==> src/rtl/nested_stack_guard.sv <==
// -----------------------------------------------------------------------------
// nested_stack_guard
//
// Tracks nested UCC invocations with a base-pointer stack and raises a
// registered violation request (reset) toward the system reset tree when:
//   - a write lands at or above the current frame's base pointer
//     (the stack grows down, so that region belongs to a caller),
//   - nesting overflows or underflows,
//   - entry and exit pulse in the same cycle,
//   - anything other than a clean fetch from RESET_HANDLER happens in RST.
//
// Optional feature macro: NESTED_STACK_GUARD_STICKY_EN
//   defined   : the first violation latches reset/viol_cause until
//               system_reset, and the stack freezes while latched.
//   undefined : reset/viol_cause re-evaluate every cycle.
//
// Ports:
//   clk            in   clock, rising edge
//   system_reset   in   synchronous active-high reset
//   data_addr      in   data-bus address           [ADDR_W]
//   data_wr        in   data write strobe
//   pc             in   program counter            [ADDR_W]
//   stack_pointer  in   SP, captured on entry      [ADDR_W]
//   ucc_state      in   00 notUCC, 01 inUCC, 10 IRQ, 11 RST
//   ucc_entry      in   one-cycle UCC entry pulse
//   ucc_exit       in   one-cycle UCC exit pulse
//   reset          out  registered violation request
//   viol_cause     out  cause code (000 when reset is low)
//   depth          out  current nesting level       [clog2(DEPTH+1)]
//   base_pointer   out  top-of-stack base pointer   [ADDR_W], 0 at depth 0
//
// Cause codes: 001 frame, 010 overflow, 011 underflow, 100 RST handler,
//              101 simultaneous entry/exit.
// -----------------------------------------------------------------------------
module nested_stack_guard #(
    parameter int                ADDR_W        = 16,
    parameter int                DEPTH         = 4,
    parameter logic [ADDR_W-1:0] RESET_HANDLER = '0,
    localparam int               DW            = $clog2(DEPTH + 1)
) (
    input  logic              clk,
    input  logic              system_reset,
    input  logic [ADDR_W-1:0] data_addr,
    input  logic              data_wr,
    input  logic [ADDR_W-1:0] pc,
    input  logic [ADDR_W-1:0] stack_pointer,
    input  logic [1:0]        ucc_state,
    input  logic              ucc_entry,
    input  logic              ucc_exit,
    output logic              reset,
    output logic [2:0]        viol_cause,
    output logic [DW-1:0]     depth,
    output logic [ADDR_W-1:0] base_pointer
);

    localparam int            IW      = (DEPTH > 1) ? $clog2(DEPTH) : 1;
    localparam logic [DW-1:0] DEPTH_C = DW'(DEPTH);
    localparam logic [1:0]    ST_RST  = 2'b11;

    localparam logic [2:0] C_NONE  = 3'b000;
    localparam logic [2:0] C_FRAME = 3'b001;
    localparam logic [2:0] C_OVF   = 3'b010;
    localparam logic [2:0] C_UDF   = 3'b011;
    localparam logic [2:0] C_RST   = 3'b100;
    localparam logic [2:0] C_PROTO = 3'b101;

    logic [ADDR_W-1:0] r_bp [DEPTH];
    logic [DW-1:0]     r_depth;
    logic              r_viol;
    logic [2:0]        r_cause;

    logic [DW-1:0]     w_depth_m1;
    logic [IW-1:0]     w_top_idx;
    logic [IW-1:0]     w_push_idx;
    logic [ADDR_W-1:0] w_top_bp;
    logic              w_in_rst;
    logic              w_entry_only;
    logic              w_exit_only;
    logic              w_both;
    logic              w_frame_viol;
    logic              w_rst_viol;
    logic              w_ovf;
    logic              w_udf;
    logic              w_stack_en;
    logic              w_push;
    logic              w_pop;
    logic              w_viol;
    logic [2:0]        w_cause;

    assign w_depth_m1 = r_depth - DW'(1);
    assign w_top_idx  = w_depth_m1[IW-1:0];
    assign w_push_idx = r_depth[IW-1:0];
    // Index is only meaningful when depth > 0; the mux hides the wrapped index.
    assign w_top_bp   = (r_depth != '0) ? r_bp[w_top_idx] : '0;

    assign w_in_rst     = (ucc_state == ST_RST);
    assign w_entry_only = ucc_entry && !ucc_exit;
    assign w_exit_only  = ucc_exit && !ucc_entry;
    assign w_both       = ucc_entry && ucc_exit;

    // Uses the pre-edge base pointer, so a same-cycle push/pop does not affect it.
    assign w_frame_viol = !w_in_rst && (r_depth != '0) && data_wr
                          && !(data_addr < w_top_bp);
    assign w_rst_viol   = w_in_rst && ((pc != RESET_HANDLER) || data_wr);
    assign w_ovf        = w_entry_only && (r_depth == DEPTH_C);
    assign w_udf        = w_exit_only && (r_depth == '0);

    // An RST violation suppresses stack motion for that cycle; a latched
    // sticky violation freezes the stack entirely.
`ifdef NESTED_STACK_GUARD_STICKY_EN
    assign w_stack_en = !w_rst_viol && !r_viol;
`else
    assign w_stack_en = !w_rst_viol;
`endif

    assign w_push = w_stack_en && w_entry_only && (r_depth < DEPTH_C);
    assign w_pop  = w_stack_en && w_exit_only && (r_depth != '0);

    always_comb begin
        w_viol  = 1'b0;
        w_cause = C_NONE;
        if (w_rst_viol) begin
            w_viol  = 1'b1;
            w_cause = C_RST;
        end else if (w_ovf) begin
            w_viol  = 1'b1;
            w_cause = C_OVF;
        end else if (w_udf) begin
            w_viol  = 1'b1;
            w_cause = C_UDF;
        end else if (w_both) begin
            w_viol  = 1'b1;
            w_cause = C_PROTO;
        end else if (w_frame_viol) begin
            w_viol  = 1'b1;
            w_cause = C_FRAME;
        end
    end

    always_ff @(posedge clk) begin
        if (system_reset) begin
            for (int i = 0; i < DEPTH; i++) begin
                r_bp[i] <= '0;
            end
            r_depth <= '0;
            r_viol  <= 1'b0;
            r_cause <= C_NONE;
        end else begin
            if (w_push) begin
                r_bp[w_push_idx] <= stack_pointer;
                r_depth          <= r_depth + DW'(1);
            end else if (w_pop) begin
                r_depth <= w_depth_m1;
            end
`ifdef NESTED_STACK_GUARD_STICKY_EN
            if (!r_viol) begin
                r_viol  <= w_viol;
                r_cause <= w_cause;
            end
`else
            r_viol  <= w_viol;
            r_cause <= w_cause;
`endif
        end
    end

    assign reset        = r_viol;
    assign viol_cause   = r_cause;
    assign depth        = r_depth;
    assign base_pointer = w_top_bp;

endmodule

==> config.mk <==
export PLATFORM = sky130hd
export DESIGN_NAME = nested_stack_guard
export DESIGN_NICKNAME = d
export VERILOG_FILES = /design/src/rtl/nested_stack_guard.sv
export SDC_FILE = /design/constraint.sdc
export NUM_CORES = 1
export LEC_CHECK = 0
export BUFFER_PORTS_ARGS = -buffer_cell sky130_fd_sc_hd__buf_2
export CAP_MARGIN = 20
export CORE_AREA = 2 2 121 99
export DETAILED_ROUTE_END_ITERATION = 10
export DIE_AREA = 0 0 123 101
export SYNTH_ARGS = -nofsm -noshare
export SYNTH_HDL_FRONTEND = slang
export SYNTH_SLANG_ARGS = --single-unit
==> constraint.sdc <==
create_clock -name clk -period 4.8 [get_ports clk]
set_input_delay 0 -clock clk [delete_from_list [all_inputs] [get_ports clk]]
set_output_delay 0 -clock clk [all_outputs]
set_load 0.01 [all_outputs]
==> summary.md, run 1 <==
| Metric | Value |
|---|---|
| Sink Count | 71 |
| Number of buffers added for setup after CTS | 0 |
| Final core utilization | 43.1% |
| Max-slew violations | 0 |
| Path type of the worst setup path | flop to flop |
| Maximum fanout encountered on the critical timing path | 21 |
| Total of cells resized after clock tree synthesis | 0 |
| Number of nets in the layout | 494 |
| Initial antenna violation count | 0 |
| Kind of launch point of the worst setup path | flop |
| Post-route DRC | 0 |
| Horizontal die dimension | between 100 and 150 um |
| Commonest register cell after synthesis | edfxtp_1 |
| DPL Wire Length | around 6600 um |
| Pre-Repair DR Iteration Count | 4 |
| Critical path endpoint category | flop |
| I/O Pins | 78 |
| CTS H-Tree Depth | 3 |
| TritonCTS clock tree | yes |
| Antenna diode count | 0 |
| Number of fill cells | 1107 |
| Total power divided by cell area | about 370 nW/um^2 |
| Avg WL per Cell | 16.8 um |
| Worst endpoint required time | 5.01 ns |
| Max frequency | 280 MHz |
| Post-route cell area | a little under 5000 um^2 |
| Effective utilization at floorplan | 34.0% |
| Number of flip-flops and latches in the synthesized netlist | 71 |
| CTS buffer count | 9 |
| # setup viols final | 0 |
| Area of the die | 12400 um^2 |
| Post-synth cell types | 40 |
| Post-synthesis to final-layout area growth | 26.8% |
| Cells after Synth | 324 |
| Remaining global-route overflow | 0 |
| Instance count after placement with tap cells included | between 500 and 600 |
| Worst max-slew margin expressed relative to the limit | between 30% and 40% |
| Average cell area after synthesis | 11.9 um^2 |
| Final setup TNS | 0 ns |
| Iteration-0 DRC count of the detailed router | around 120 |
| Skew-Pair Late Insertion Delay | approximately 0.34 ns |
| Class of the tightest hold or removal check | input pin to flop |
| Number of routed nets with antenna violations | 0 |
| Die Height | 101 um |
| Setup Skew | between 0.004 and 0.005 ns |
| Placed Area | 4400 um^2 |
| Post-layout min period | 3.57 ns |
| Number of nets produced by synthesis | 397 |
| Number of flops mapped to enable cells by yosys | 64 |
| Max rail drop VDD | 219 uV |
| Hold Buf Count CTS | 17 |
| Share of the yosys chip area belonging to registers | 53.7% |
| Share of flip-flops with an asynchronous set or reset after synthesis | 0% |
| GPL Wtd Cong | a little under 0.8 |
| Vias in the first global route | 2704 |
| Actual slew at the worst max-slew pin | just under 1 ns |
| Total leakage power | 2.08 nW |
| Wire length reported by the detailed router | 9650 um |
| Layout cell share with drive strength beyond 1 | 24.4% |
| Synth Cell Area | 3840 um^2 |
| Clk Tree Root Cell | clkbuf_16 |
| Post-layout instance count excluding filler cells | 574 |
| Number of vias per cell after detailed routing | 4.81 |
| Vias after detailed routing | about 2800 |
| Status | finished clean |
| Global routing usage summed across all routing layers | 16.5% |
| Number of max-capacitance violations reported | 0 |
| Number of buffer cells added on primary ports | 77 |
| Worst-case clock buffer depth | 2 |
| Clock-pin slew reported for the worst setup and hold paths after clock tree synthesis | 0.05 ns |
| Endpoints failing hold | 0 |
| CORE AREA | 11300 um^2 |
| Unrepaired setup endpoints after global routing | false |
| Largest net degree at the start of global routing | 39 |
| Global-route wire length before repair | roughly 15000 um |
| Arrival time at the worst endpoint | around 3.8 ns |
| Count of synthesis-stage warnings from yosys | 0 |
| Period utilization | 74.3% |
| Rows | 35 |
-- cell families after synthesis --
| logic type | synth area share, % |
|---|---|
| compound gates | 7.75 |
| xor+xnor | 0.228 |
| fa+ha+maj | 5.86 |
| buf+inv | 3.97 |
| flops | 53.7 |
| mux | 8.89 |
| simple gates | 19.6 |
-- final cells by class --
cell class,instances,area [um^2],share of cell area (%)
clock inverters,5,72.6,1.49
multi-input cells,217,1630,33.4
clock buffers,11,233,4.78
repair buffers,102,616,12.6
inverters,20,75.1,1.54
well taps,148,185,3.80
flip-flops and latches,71,2060,42.3
-- per-layer routing --
layer  global-route usage (%)  routed length [um]  vias up
met5                        0                   0        -
met4                     6.38                 167        0
met3                     3.79                 549       13
met2                     26.3                4470       92
met1                     21.7                4460     1272
li1                         -                   -     1382
-- cell usage in the layout, fill, tap and decap left out, types with 3 or more instances in the layout --
master         netlist  layout
a31oi_1              3       3
mux2_1              15      15
a21oi_1              9       9
nor2_1               7       7
o21ai_0              4       4
and2_1              66      66
o21ai_1              4       4
inv_1               20      20
nor4_4               3       3
buf_2                8      77
dlygate4sd3_1        0      17
edfxtp_1            64      64
dfxtp_1              7       7
nor4_1               4       4
nand3_1              5       5
clkbuf_16            0       9
mux2i_1             15      15
buf_4                0       8
o211ai_1            15      15
nand2_1             21      21
and4_1               4       4
ha_1                18      18
-- stage by stage --
step                hold WS (ns)  power, mW  setup WS [ns]
floorplan                  0.141      0.980           1.47
detailed placement         0.258       1.12           1.30
finish                   0.00333       1.80           1.23
global route             0.00122       1.89          0.964
global placement           0.271       1.11           1.31
CTS                      0.00124       1.82           1.24
-- path summary, 6_finish.rpt --
kind | start | to | slack [ns] | cells past startpoint
setup / recovery | depth[1]$_SDFFE_PP0P_ | reset$_SDFF_PP0_ | 1.23 | 11
hold / removal | stack_pointer[7] | r_bp[3][7]$_DFFE_PP_ | 0.003 | 2
setup reg to reg | depth[1]$_SDFFE_PP0P_ | reset$_SDFF_PP0_ | 1.23 | 11
hold reg to reg | depth[2]$_SDFFE_PP0P_ | depth[2]$_SDFFE_PP0P_ | 0.63 | 2
-- power breakdown --
group | leakage (nW) | switching (mW) | internal (mW)
Sequential | 0.720 | 0.0158 | 0.712
Clock | 0.149 | 0.239 | 0.450
Combinational | 1.21 | 0.228 | 0.160
Total | 2.08 | 0.482 | 1.32
-- synthesized netlist by cell type, drive strengths merged, types with 2 or more instances --
library cell  instances  share of area [%]
dfxtp                 7                3.6
or2                   2               0.33
edfxtp               64                 50
nor2                  7               0.68
and2                 66                 11
clkbuf                5               0.49
nand2                21                2.1
nand3                 5               0.65
nor3b                 2               0.65
a21oi                10                1.4
a211oi                2               0.39
a311oi                2               0.46
buf                  11                1.5
a31oi                 3               0.49
inv                  20                2.0
ha                   18                5.9
nor4                  7                2.3
nor3                  2               0.26
mux2                 15                4.4
o211ai               15                2.9
o21ai                 8                1.0
and4                  4               0.91
nand2b                2               0.33
mux2i                15                3.9
-- sequential cells by signal, indices dropped and copies added, names as in the netlist --
register	flops
reset	1
r_bp	64
viol_cause	3
depth	3
-- critical path, stage by stage, from the launching register on --
cell       delay [ns]
dfxtp_1          0.57
inv_1            0.20
ha_1             0.34
buf_4            0.31
mux2_1           0.36
o211ai_1         0.29
ha_1             0.32
a21oi_1          0.12
o21ai_0          0.17
a2111oi_0        0.46
a21o_1           0.22
a21oi_1          0.08
Power figures use the tool's default switching activity.
==> run 2, diff against run 1 <==
ABC_AREA = 1   (was default)
CORE_AREA = 2 2 119 98   (was 2 2 121 99)
DIE_AREA = 0 0 121 100   (was 0 0 123 101)
clock period = 3.5 ns   (was 4.8 ns; I/O delays follow)
==> run 2 against run 1 <==
Against the previous run: power is 35% higher; routed wire length is 2.2% higher; critical endpoint unchanged; register-to-register slack worse by 0.83 ns; sequential share of layout area is 1.8 points higher; synthesized area is 2.1% lower; final area is 4.0% lower; critical path depth is 7 higher; largest power group unchanged; via count is 14% higher.
==> summary.md, run 2 <==
| Metric | Value |
|---|---|
| Maximum fanout encountered on the critical timing path | 10 (was 21) |
| Average cell area after synthesis | 9.10 um^2 (was 11.9 um^2) |
| # setup viols final | 0 (unchanged) |
| Wire length reported by the detailed router | 9860 um (was 9650 um) |
| Post-synthesis cell type with the largest combined area | edfxtp_1 (unchanged) |
| Total leakage power | 2.04 nW (was 2.08 nW) |
| Top reg by flops | r_bp (unchanged) |
| Avg WL per Cell | 15.1 um (was 16.8 um) |
| Arrival time at the worst endpoint | 3.33 ns (was 3.78 ns) |
| Number of buffer cells added on primary ports | 77 (unchanged) |
| Unrepaired setup endpoints after global routing | false (unchanged) |
| Hold Slack | 0.0154 ns (was 0.00333 ns) |
| CTS buffer count | 9 (unchanged) |
| Count of synthesis-stage warnings from yosys | 0 (unchanged) |
| DPL Wire Length | 6590 um (was 6560 um) |
| Vias in the first global route | 3097 (was 2704) |
| Dominant delay contributor by cell family on the critical path | buffers and inverters (was compound AO/OA/AOI/OAI gates) |
| Endpoints failing hold | 0 (unchanged) |
| Number of nets in the layout | 573 (was 494) |
| Worst-case clock buffer depth | 2 (unchanged) |
| Dominant cell by count in the synthesized netlist | nor2_1 (was and2_1) |
| Number of max-capacitance violations reported | 0 (unchanged) |
| Clk Tree Root Cell | clkbuf_16 (unchanged) |
| I/O Pins | 78 (unchanged) |
| Global-route wire length before repair | 15600 um (was 14800 um) |
| Critical-path top delay cell | clkinv_1 (was dfxtp_1) |
| Max frequency | 323 MHz (was 280 MHz) |
| CORE AREA | 11100 um^2 (was 11300 um^2) |
| Number of buffers added for setup after CTS | 0 (unchanged) |
| Number of vias per cell after detailed routing | 4.81 (about the same) |
| Cells after Synth | 413 (was 324) |
| Kind of launch point of the worst setup path | flop (unchanged) |
| Critical Path Max Stage Delay | 0.35 ns (was 0.57 ns) |
| Number of flip-flops and latches in the synthesized netlist | 71 (unchanged) |
| CTS H-Tree Depth | 3 (unchanged) |
| Path type of the worst setup path | flop to flop (unchanged) |
| Number of flops mapped to enable cells by yosys | 64 (unchanged) |
| Number of routed nets with antenna violations | 0 (unchanged) |
| Post-layout min period | 3.10 ns (was 3.57 ns) |
| Remaining global-route overflow | 0 (unchanged) |
| Setup Skew | 0.00604 ns (was 0.00414 ns) |
| Max-slew violations | 0 (unchanged) |
| Cell-by-cell trace of the critical path | inv_1 > ha_1 > nand2_1 > clkinv_1 > buf_4 > a21oi_1 > inv_1 > ha_1 > nand2_1 > nor2_1 > a211oi_1 > nand2_1 > nand2_1 > nand2_1 > nand2_1 > nand3_1 > nand2_1 > inv_1 (was inv_1 > ha_1 > buf_4 > mux2_1 > o211ai_1 > ha_1 > a21oi_1 > o21ai_0 > a2111oi_0 > a21o_1 > a21oi_1) |
| Initial antenna violation count | 0 (unchanged) |
| Pre-Repair DR Iteration Count | 4 (unchanged) |
| Largest net degree at the start of global routing | 39 (unchanged) |
| Status | finished clean (unchanged) |
| Buf/Inv on CP | 5 (was 2) |
| Worst path most repeated cell | nand2_1 |
| Iteration-0 DRC count of the detailed router | 164 (was 119) |
| Vias after detailed routing | 3141 (was 2759) |
| Critical path endpoint category | flop (unchanged) |
| Synth Cell Area | 3760 um^2 (was 3840 um^2) |
| Post-synthesis to final-layout area growth | 24.4% (was 26.8%) |
| Skew-Pair Late Insertion Delay | 0.33 ns (was 0.34 ns) |
| Rows | 35 (unchanged) |
| Post-synth cell types | 32 (was 40) |
| Area of the die | 12100 um^2 (was 12400 um^2) |
| Total power divided by cell area | 523 nW/um^2 (was 370 nW/um^2) |
| Share of the yosys chip area belonging to registers | 54.8% (was 53.7%) |
| Max rail drop VDD | 361 uV (was 219 uV) |
| Share of flip-flops with an asynchronous set or reset after synthesis | 0% (unchanged) |
| Layout cell share with drive strength beyond 1 | 24.4% (about the same) |
| Final setup TNS | 0 ns (unchanged) |
| Worst max-slew margin expressed relative to the limit | 53.2% (was 34.6%) |
| Global routing usage summed across all routing layers | 17.2% (was 16.5%) |
| Sink Count | 71 (unchanged) |
| Worst endpoint required time | 3.73 ns (was 5.01 ns) |
| Synth top area cells | edfxtp_1 (51%), nor2_1 (11%), ha_1 (6.0%) (was edfxtp_1 (50%), and2_1 (11%), ha_1 (5.9%)) |
| Final core utilization | 42.2% (was 43.1%) |
| Commonest register cell after synthesis | edfxtp_1 (unchanged) |
| GPL Wtd Cong | 0.783 (was 0.776) |
| Period utilization | 88.5% (was 74.3%) |
| Effective utilization at floorplan | 33.9% (was 34.0%) |
| Area fraction of the dominant cell type after synthesis | 51.1% (was 50.0%) |
| Largest register FFs | 64 (unchanged) |
| Number of nets produced by synthesis | 486 (was 397) |
| Class of the tightest hold or removal check | input pin to flop (unchanged) |
| Leading cell types by count after synthesis | nor2_1 (112), edfxtp_1 (64), inv_1 (47) (was and2_1 (66), edfxtp_1 (64), nand2_1 (21)) |
| Actual slew at the worst max-slew pin | 0.701 ns (was 0.973 ns) |
| Leading cell types in the layout, fill and taps excluded | nor2_1 (112), buf_2 (77), edfxtp_1 (64), inv_1 (47), o21ai_0 (35) (was buf_2 (77), and2_1 (66), edfxtp_1 (64), nand2_1 (21), inv_1 (20)) |
| Antenna diode count | 0 (unchanged) |
| Clock-pin slew reported for the worst setup and hold paths after clock tree synthesis | 0.06 ns (was 0.05 ns) |
| Post-route DRC | 0 (unchanged) |
| Commonest non-fill, non-tap cell in the layout | nor2_1 (was buf_2) |
| TritonCTS clock tree | yes (unchanged) |
| Die Height | 100 um (was 101 um) |
| Horizontal die dimension | 121 um (was 123 um) |
-- run 2: changes by cell type in the layout (fill, tap and decap cells not counted), sizes merged, moves of 5 or more --
cell / change
buf: +5
nor2: +113
dlygate4sd3: -14
mux2i: -15
o21ai: +28
inv: +29
and2: -66
nor3: +16
a21oi: +17
nand2: +12
o211ai: -14
mux2: -15
-- run 2: final cells by class --
type                            instances  area (um^2)
Fill cell                            1134         6400
Clock buffer                            9          225
Sequential cell                        71         2060
Timing Repair Buffer                   93          513
Multi-Input combinational cell        273         1430
Clock inverter                          7         63.8
Tap cell                              148          185
Inverter                               52          195
-- run 2: worst paths after layout --
| path | startpoint | endpoint | slack (ns) | cells past startpoint |
|---|---|---|---|---|
| setup reg to reg | depth[1]$_SDFFE_PP0P_ | reset$_SDFF_PP0_ | 0.40 | 18 |
| setup / recovery | depth[1]$_SDFFE_PP0P_ | reset$_SDFF_PP0_ | 0.40 | 18 |
| hold reg to reg | depth[2]$_SDFFE_PP0P_ | depth[2]$_SDFFE_PP0P_ | 0.57 | 2 |
| hold / removal | ucc_exit | viol_cause[0]$_SDFF_PP0_ | 0.02 | 3 |
-- run 2: stage by stage --
| step | instances | setup WS, ns | cell area (um^2) | total power [mW] |
|---|---|---|---|---|
| final | 653 | 0.402 | 4680 | 2.44 |
| after global routing | 653 | 0.0909 | 4680 | 2.57 |
| after floorplan | 413 | 0.185 | 3760 | 1.36 |
| after global placement | 634 | 0.488 | 4350 | 1.57 |
| after CTS | 653 | 0.300 | 4670 | 2.47 |
| after detailed placement | 634 | 0.326 | 4350 | 1.58 |
-- run 2: logic make-up (layout without fill, tap and decap cells) --
group | count (synthesis) | count (layout) | share of synthesized area [%]
AO/OA/AOI/OAI | 68 | 68 | 9.35
XOR/XNOR | 2 | 2 | 0.466
adder cells (fa/ha/maj) | 18 | 18 | 5.99
buffers and inverters | 69 | 161 | 7.39
flip-flops | 71 | 71 | 54.8
AND/OR/NAND/NOR | 185 | 185 | 22.0
-- run 2: report_power, final --
group / leakage [nW] / switching [mW] / internal (mW) / total (mW)
Combinational: 1.18 / 0.377 / 0.203 / 0.580
Sequential: 0.720 / 0.0140 / 0.973 / 0.987
Clock: 0.139 / 0.334 / 0.544 / 0.878
-- run 2: timing repair --
action / CTS / global route
hold endpoints to repair: 3 / 0
gates resized for setup: 0 / 1
endpoints found under the setup margin: 0 / 1
hold buffers: 3 / 0
-- run 2: worst reg2reg max path, stage by stage (launching register included) --
cell      delay [ns]
dfxtp_1         0.32
inv_1           0.09
ha_1            0.23
nand2_1         0.17
clkinv_1        0.35
buf_4           0.32
a21oi_1         0.33
inv_1           0.10
ha_1            0.30
nand2_1         0.09
nor2_1          0.05
a211oi_1        0.17
nand2_1         0.10
nand2_1         0.07
nand2_1         0.05
nand2_1         0.08
nand3_1         0.06
nand2_1         0.07
inv_1           0.04
-- run 2: routing by layer --
layer  part of all wire (%)  vias to the layer above  global-route usage (%)  routed length [um]
met1                     45                     1478                    21.9                4460
met4                    1.7                        0                    5.46                 166
met5                      0                        -                       0                   0
li1                       -                     1551                       -                   -
met2                     46                       99                    28.4                4510
met3                    7.3                       13                    5.11                 717
